===== src/rtl/ram_arbiter_pkg.sv =====
// Shared types and defaults for the data-RAM arbiter.
package ram_arbiter_pkg;

  typedef enum logic {
    IDLE   = 1'b0,
    ACCESS = 1'b1
  } state_t;

  localparam int unsigned DEF_NUM_REQ    = 2;
  localparam int unsigned DEF_ADDR_WIDTH = 10;
  localparam int unsigned DEF_DATA_WIDTH = 32;

  // Requester index width for the supported range of 2..4 requesters.
  function automatic int unsigned idx_width(input int unsigned n);
    return (n > 2) ? 2 : 1;
  endfunction

endpackage


===== src/rtl/ram_arbiter_rr_pick.sv =====
// Combinational winner selection: round-robin from ptr+1, or fixed with index 0 highest.
module rr_pick
  import ram_arbiter_pkg::*;
#(
  parameter int unsigned NUM_REQ    = DEF_NUM_REQ,
  parameter bit          FIXED_PRIO = 1'b0,
  parameter int unsigned IDX_W      = idx_width(NUM_REQ)
) (
  input  logic [NUM_REQ-1:0] eligible,
  input  logic [IDX_W-1:0]   ptr,
  output logic               found,
  output logic [IDX_W-1:0]   winner
);

  logic [IDX_W-1:0] cand;

  always_comb begin
    found  = 1'b0;
    winner = '0;
    cand   = '0;
    for (int unsigned k = 1; k <= NUM_REQ; k++) begin
      cand = IDX_W'(FIXED_PRIO ? (k - 1) : ((32'(ptr) + k) % NUM_REQ));
      if (!found && eligible[cand]) begin
        found  = 1'b1;
        winner = cand;
      end
    end
  end

endmodule


===== src/rtl/ram_arbiter.sv =====
// Single-port data RAM arbiter: req/ack per requester, one registered access per cycle.
module ram_arbiter
  import ram_arbiter_pkg::*;
#(
  parameter int unsigned NUM_REQ    = DEF_NUM_REQ,
  parameter int unsigned ADDR_WIDTH = DEF_ADDR_WIDTH,
  parameter int unsigned DATA_WIDTH = DEF_DATA_WIDTH,
  parameter bit          FIXED_PRIO = 1'b0
) (
  input  logic                          clock,
  input  logic                          reset,
  input  logic [NUM_REQ-1:0]            req,
  input  logic [NUM_REQ-1:0]            req_we,
  input  logic [NUM_REQ*ADDR_WIDTH-1:0] req_addr,
  input  logic [NUM_REQ*DATA_WIDTH-1:0] req_wdata,
  output logic [NUM_REQ-1:0]            ack,
  output logic [DATA_WIDTH-1:0]         rdata,
  output logic                          ram_store,
  output logic [ADDR_WIDTH-1:0]         ram_address,
  output logic [DATA_WIDTH-1:0]         ram_data,
  input  logic [DATA_WIDTH-1:0]         ram_result,
  output logic [31:0]                   access_count
);

  localparam int unsigned IDX_W = idx_width(NUM_REQ);

  state_t                  state_q, state_d;
  logic [IDX_W-1:0]        owner_q, ptr_q, winner;
  logic                    found;
  logic [NUM_REQ-1:0]      eligible;
  logic                    cmd_we_q, sel_we;
  logic [ADDR_WIDTH-1:0]   cmd_addr_q, sel_addr;
  logic [DATA_WIDTH-1:0]   cmd_wdata_q, sel_wdata;
  logic [31:0]             cnt_q;

  // The owner's req is stale during its ack cycle, so it sits out one round.
  always_comb begin
    eligible = '0;
    for (int unsigned i = 0; i < NUM_REQ; i++) begin
      eligible[i] = req[i] && !(state_q == ACCESS && owner_q == IDX_W'(i));
    end
  end

  rr_pick #(
    .NUM_REQ   (NUM_REQ),
    .FIXED_PRIO(FIXED_PRIO),
    .IDX_W     (IDX_W)
  ) u_pick (
    .eligible(eligible),
    .ptr     (ptr_q),
    .found   (found),
    .winner  (winner)
  );

  always_comb begin
    sel_we    = 1'b0;
    sel_addr  = '0;
    sel_wdata = '0;
    for (int unsigned i = 0; i < NUM_REQ; i++) begin
      if (winner == IDX_W'(i)) begin
        sel_we    = req_we[i];
        sel_addr  = req_addr[i*ADDR_WIDTH +: ADDR_WIDTH];
        sel_wdata = req_wdata[i*DATA_WIDTH +: DATA_WIDTH];
      end
    end
  end

  always_comb begin
    state_d   = found ? ACCESS : IDLE;
    ack       = '0;
    ram_store = 1'b0;
    if (state_q == ACCESS) begin
      ack[owner_q] = 1'b1;
      ram_store    = cmd_we_q;
    end
  end

  always_ff @(posedge clock or posedge reset) begin
    if (reset) state_q <= IDLE;
    else       state_q <= state_d;
  end

  always_ff @(posedge clock or posedge reset) begin
    if (reset) begin
      owner_q     <= '0;
      ptr_q       <= IDX_W'(NUM_REQ - 1);
      cmd_we_q    <= 1'b0;
      cmd_addr_q  <= '0;
      cmd_wdata_q <= '0;
      cnt_q       <= '0;
    end else begin
      if (found) begin
        owner_q     <= winner;
        ptr_q       <= winner;
        cmd_we_q    <= sel_we;
        cmd_addr_q  <= sel_addr;
        cmd_wdata_q <= sel_wdata;
      end
      if (state_q == ACCESS) cnt_q <= cnt_q + 32'd1;
    end
  end

  assign ram_address  = cmd_addr_q;
  assign ram_data     = cmd_wdata_q;
  assign rdata        = ram_result;
  assign access_count = cnt_q;

endmodule


===== config.mk =====
export PLATFORM = sky130hd
export DESIGN_NAME = ram_arbiter
export DESIGN_NICKNAME = d
export VERILOG_FILES = /design/src/rtl/ram_arbiter_pkg.sv /design/src/rtl/ram_arbiter_rr_pick.sv /design/src/rtl/ram_arbiter.sv
export SDC_FILE = /design/constraint.sdc
export NUM_CORES = 1
export LEC_CHECK = 0
export CORE_MARGIN = 3
export CORE_UTILIZATION = 41
export CTS_BUF_LIST = sky130_fd_sc_hd__clkbuf_8
export CTS_CLUSTER_SIZE = 12
export DETAILED_ROUTE_END_ITERATION = 10
export GPL_ROUTABILITY_DRIVEN = 0
export HOLD_SLACK_MARGIN = 0.12
export PLACE_DENSITY = 0.95
export SETUP_SLACK_MARGIN = 0.5
export SLEW_MARGIN = 20
export SYNTH_ARGS = -nofsm -noshare
export SYNTH_HDL_FRONTEND = slang
export SYNTH_SLANG_ARGS = --single-unit

===== constraint.sdc =====
create_clock -name clock -period 4.3 [get_ports clock]
set_clock_uncertainty 0.1 [all_clocks]
set_input_delay 1.29 -clock clock [delete_from_list [all_inputs] [get_ports clock]]
set_output_delay 1.29 -clock clock [all_outputs]
set_load 0.05 [all_outputs]

==> results.json <==
{
  "power_leakage_nw": 2.26,
  "grt_pass1_wl_um": 15200,
  "antenna_found_initial": 0,
  "initial_core_util_pct": 42.2,
  "via_per_inst": 5.35,
  "dr_wl_met3_um": 665,
  "final_area_um2": 5500,
  "hold_viol_final": 0,
  "synth_nets": 441,
  "track_usage_pct": 18.7,
  "clkPwrFrac_pct": 21.7,
  "synth_edf_count": 0,
  "fillerInstances": 686,
  "io_pins": 231,
  "cts_setup_buffers": 0,
  "postSynthCellCount": 318,
  "grt_overflow": 0,
  "drcViolationCount": 0,
  "wl_met2_um": 4880,
  "start_kind": "flip-flop",
  "grt_pass1_vias": 3130,
  "setup_viol": 0,
  "hold_class": "reg -> reg",
  "p_int_w": 0.00196,
  "routed_wl_um": 9500,
  "ys_top_cells_by_count": "dfrtp_1, nor2b_1, a221o_1",
  "yosysTopAreaCell": "dfrtp_1",
  "die_w_um": 101,
  "p_total_w": 0.00329,
  "die_y_um": 101,
  "num_rows": 34,
  "cp_max_fo": 11,
  "status": "finished clean",
  "crit_chain": "nand2_1 -> inv_1 -> clkdlybuf4s50_1",
  "yosysWarnings": 0,
  "avgRoutedWirePerCell_um": 16.8,
  "syn_area_per_cell_um2": 11.6,
  "cts_buffer_depth": 2,
  "synth_top_cells_by_area": "dfrtp_1, a221o_1, nor2b_1",
  "synth_seq_area_share_pct": 52.8,
  "cts_resized": 0,
  "hpwl_um": 7060,
  "clk_pin_slew_worst_paths_ns": 0.08,
  "cp-end-kind": "output pin",
  "cpPeakStageDelay_ns": 0.81,
  "final-seq-area_um2": 1950,
  "multi_input_area_um2": 1420,
  "whs_ns": 0.379,
  "top_layer_used": "met4",
  "critPathKind": "reg -> out",
  "drv_slew": 0,
  "via_count": 3020,
  "ir_drop_uv": 344,
  "grt_max_degree": 58,
  "synth-async-reset-ratio_pct": 100,
  "tns_ns": 0,
  "rrSetupSlack_ns": 1.95,
  "pwr-share-comb_pct": 45.8,
  "rr_worst_depth": 4,
  "power.switching_w": 0.00134,
  "switching_share_pct": 40.6,
  "drive_gt1_share_pct": 7.22,
  "max_slew_margin_pct": 37.9,
  "fmax_ghz": 0.293,
  "cts_tree": "built",
  "placed_cell_area_um2": 5230,
  "synth_top_area_share_pct": 52.1,
  "synth.most_common_cell": "dfrtp_1",
  "p_seq_share_pct": 32.5,
  "synth_ff_type": "dfrtp_1",
  "core_um2": 8760,
  "dr.pass1.iters": 4,
  "port_buffers": 166,
  "hold_depth": 1,
  "met1Wirelength_um": 3730,
  "ys_ff_latch": 78,
  "syn-cell-area_um2": 3700,
  "ys_types": 31,
  "power_density_nw_per_um2": 598,
  "fin_crit_sh_pct": 79.3,
  "cp.required_ns": 2.91,
  "cts-htree-levels": 3,
  "tightest_slew_ns": 0.924,
  "drtIter0Drc": 93,
  "clockRootBuffer": "clkbuf_8",
  "crit_slowest_cell": "clkdlybuf4s50_1",
  "layout_min_cycle_time_ns": 3.41,
  "insertedDiodeCount": 0,
  "ant_nets": 0,
  "grt_setup_unrepaired": "no",
  "cts-hold-fix-buffers": 0,
  "clock_sinks": 78,
  "crit_arrival_ns": 2.02,
  "clk_latency_ns": 0.33,
  "fin_nets": 575,
  "drv_cap": 0,
  "dieArea_um2": 10200,
  "cts_buffers": 9,
  "area_delta_synth_final_pct": 48.8
}
cell families (layout without fill, tap and decap cells):
group                    count (synthesis)  count (layout)  synth area share (%)
XOR/XNOR                                31              31                  7.34
flip-flops                              78              78                  52.8
AO/OA/AOI/OAI                           46              46                  12.4
multiplexers                             2               2                 0.575
AND/OR/NAND/NOR                        105             105                  17.4
adder cells (fa/ha/maj)                  1               1                 0.338
buffers and inverters                   55             194                  9.13
power by group through the flow:
stage / registers (W) / clock network (W) / logic, W
global placement: 0.00107 / 0 / 0.00149
CTS: 0.00107 / 0.000738 / 0.00152
floorplan: 0.00163 / 0 / 0.000485
global route: 0.00109 / 0.000772 / 0.00158
finish: 0.00107 / 0.000716 / 0.00151
detailed placement: 0.00107 / 0 / 0.00153
flip-flops by register name, summed over array words and instances, names as in the netlist:
signal        count
access_count     32
cmd_we_q          1
owner_q           1
ptr_q             1
ram_address      10
ram_data         32
state_q           1
routing by layer:
metal / GRT usage [%] / vias to the layer above
met5: 0 / -
met4: 7.46 / 0
met3: 5.12 / 23
met2: 31.0 / 157
met1: 23.1 / 1462
li1: - / 1378
critical path, delay by kind of cell (launching register included):
kind,cells,cell delay [ns]
buf+inv,2,0.90
flops,1,0.63
simple gates,1,0.16
area by class of cell:
cell class	instances	share of cell area, %
clock buffer	10	2.50
clock inverter	6	2.41
inverter	7	0.523
multi-input combinational	185	25.8
sequential	78	35.5
tap	108	2.46
timing repair buffer	171	30.9
placed cells by master, fill, tap and decap left out, drive strengths merged, types with 2 or more instances in the layout:
master,instances
bufinv,4
clkdlybuf4s50,166
nor2b,46
nand2,11
nor3,3
clkbuf,10
a221o,43
nor2,5
nand4,12
inv,7
and3,5
buf,5
xor2,9
dfrtp,77
nand3,11
and4,2
xnor2,22
nor4,6
worst paths after layout:
path,from,to
min in group asynchronous,reset,access_count[31]$_DFFE_PP0P_
max in group asynchronous,reset,ram_data[5]$_DFFE_PP0P_
max,state_q$_DFF_PP0_,ack[1]
min,access_count[31]$_DFFE_PP0P_,access_count[31]$_DFFE_PP0P_
max reg2reg,state_q$_DFF_PP0_,access_count[22]$_DFFE_PP0P_
min reg2reg,access_count[31]$_DFFE_PP0P_,access_count[31]$_DFFE_PP0P_
through the flow:
step / setup slack, ns / instances / util (%)
after CTS: 0.840 / 565 / 62.8
after global placement: 0.983 / 549 / 59.7
after floorplan: 0.917 / 318 / -
after detailed placement: 0.868 / 549 / 59.7
final: 0.890 / 565 / 62.8
after global routing: 0.787 / 565 / 62.8
Note: power is estimated with default switching activity, not from simulation.
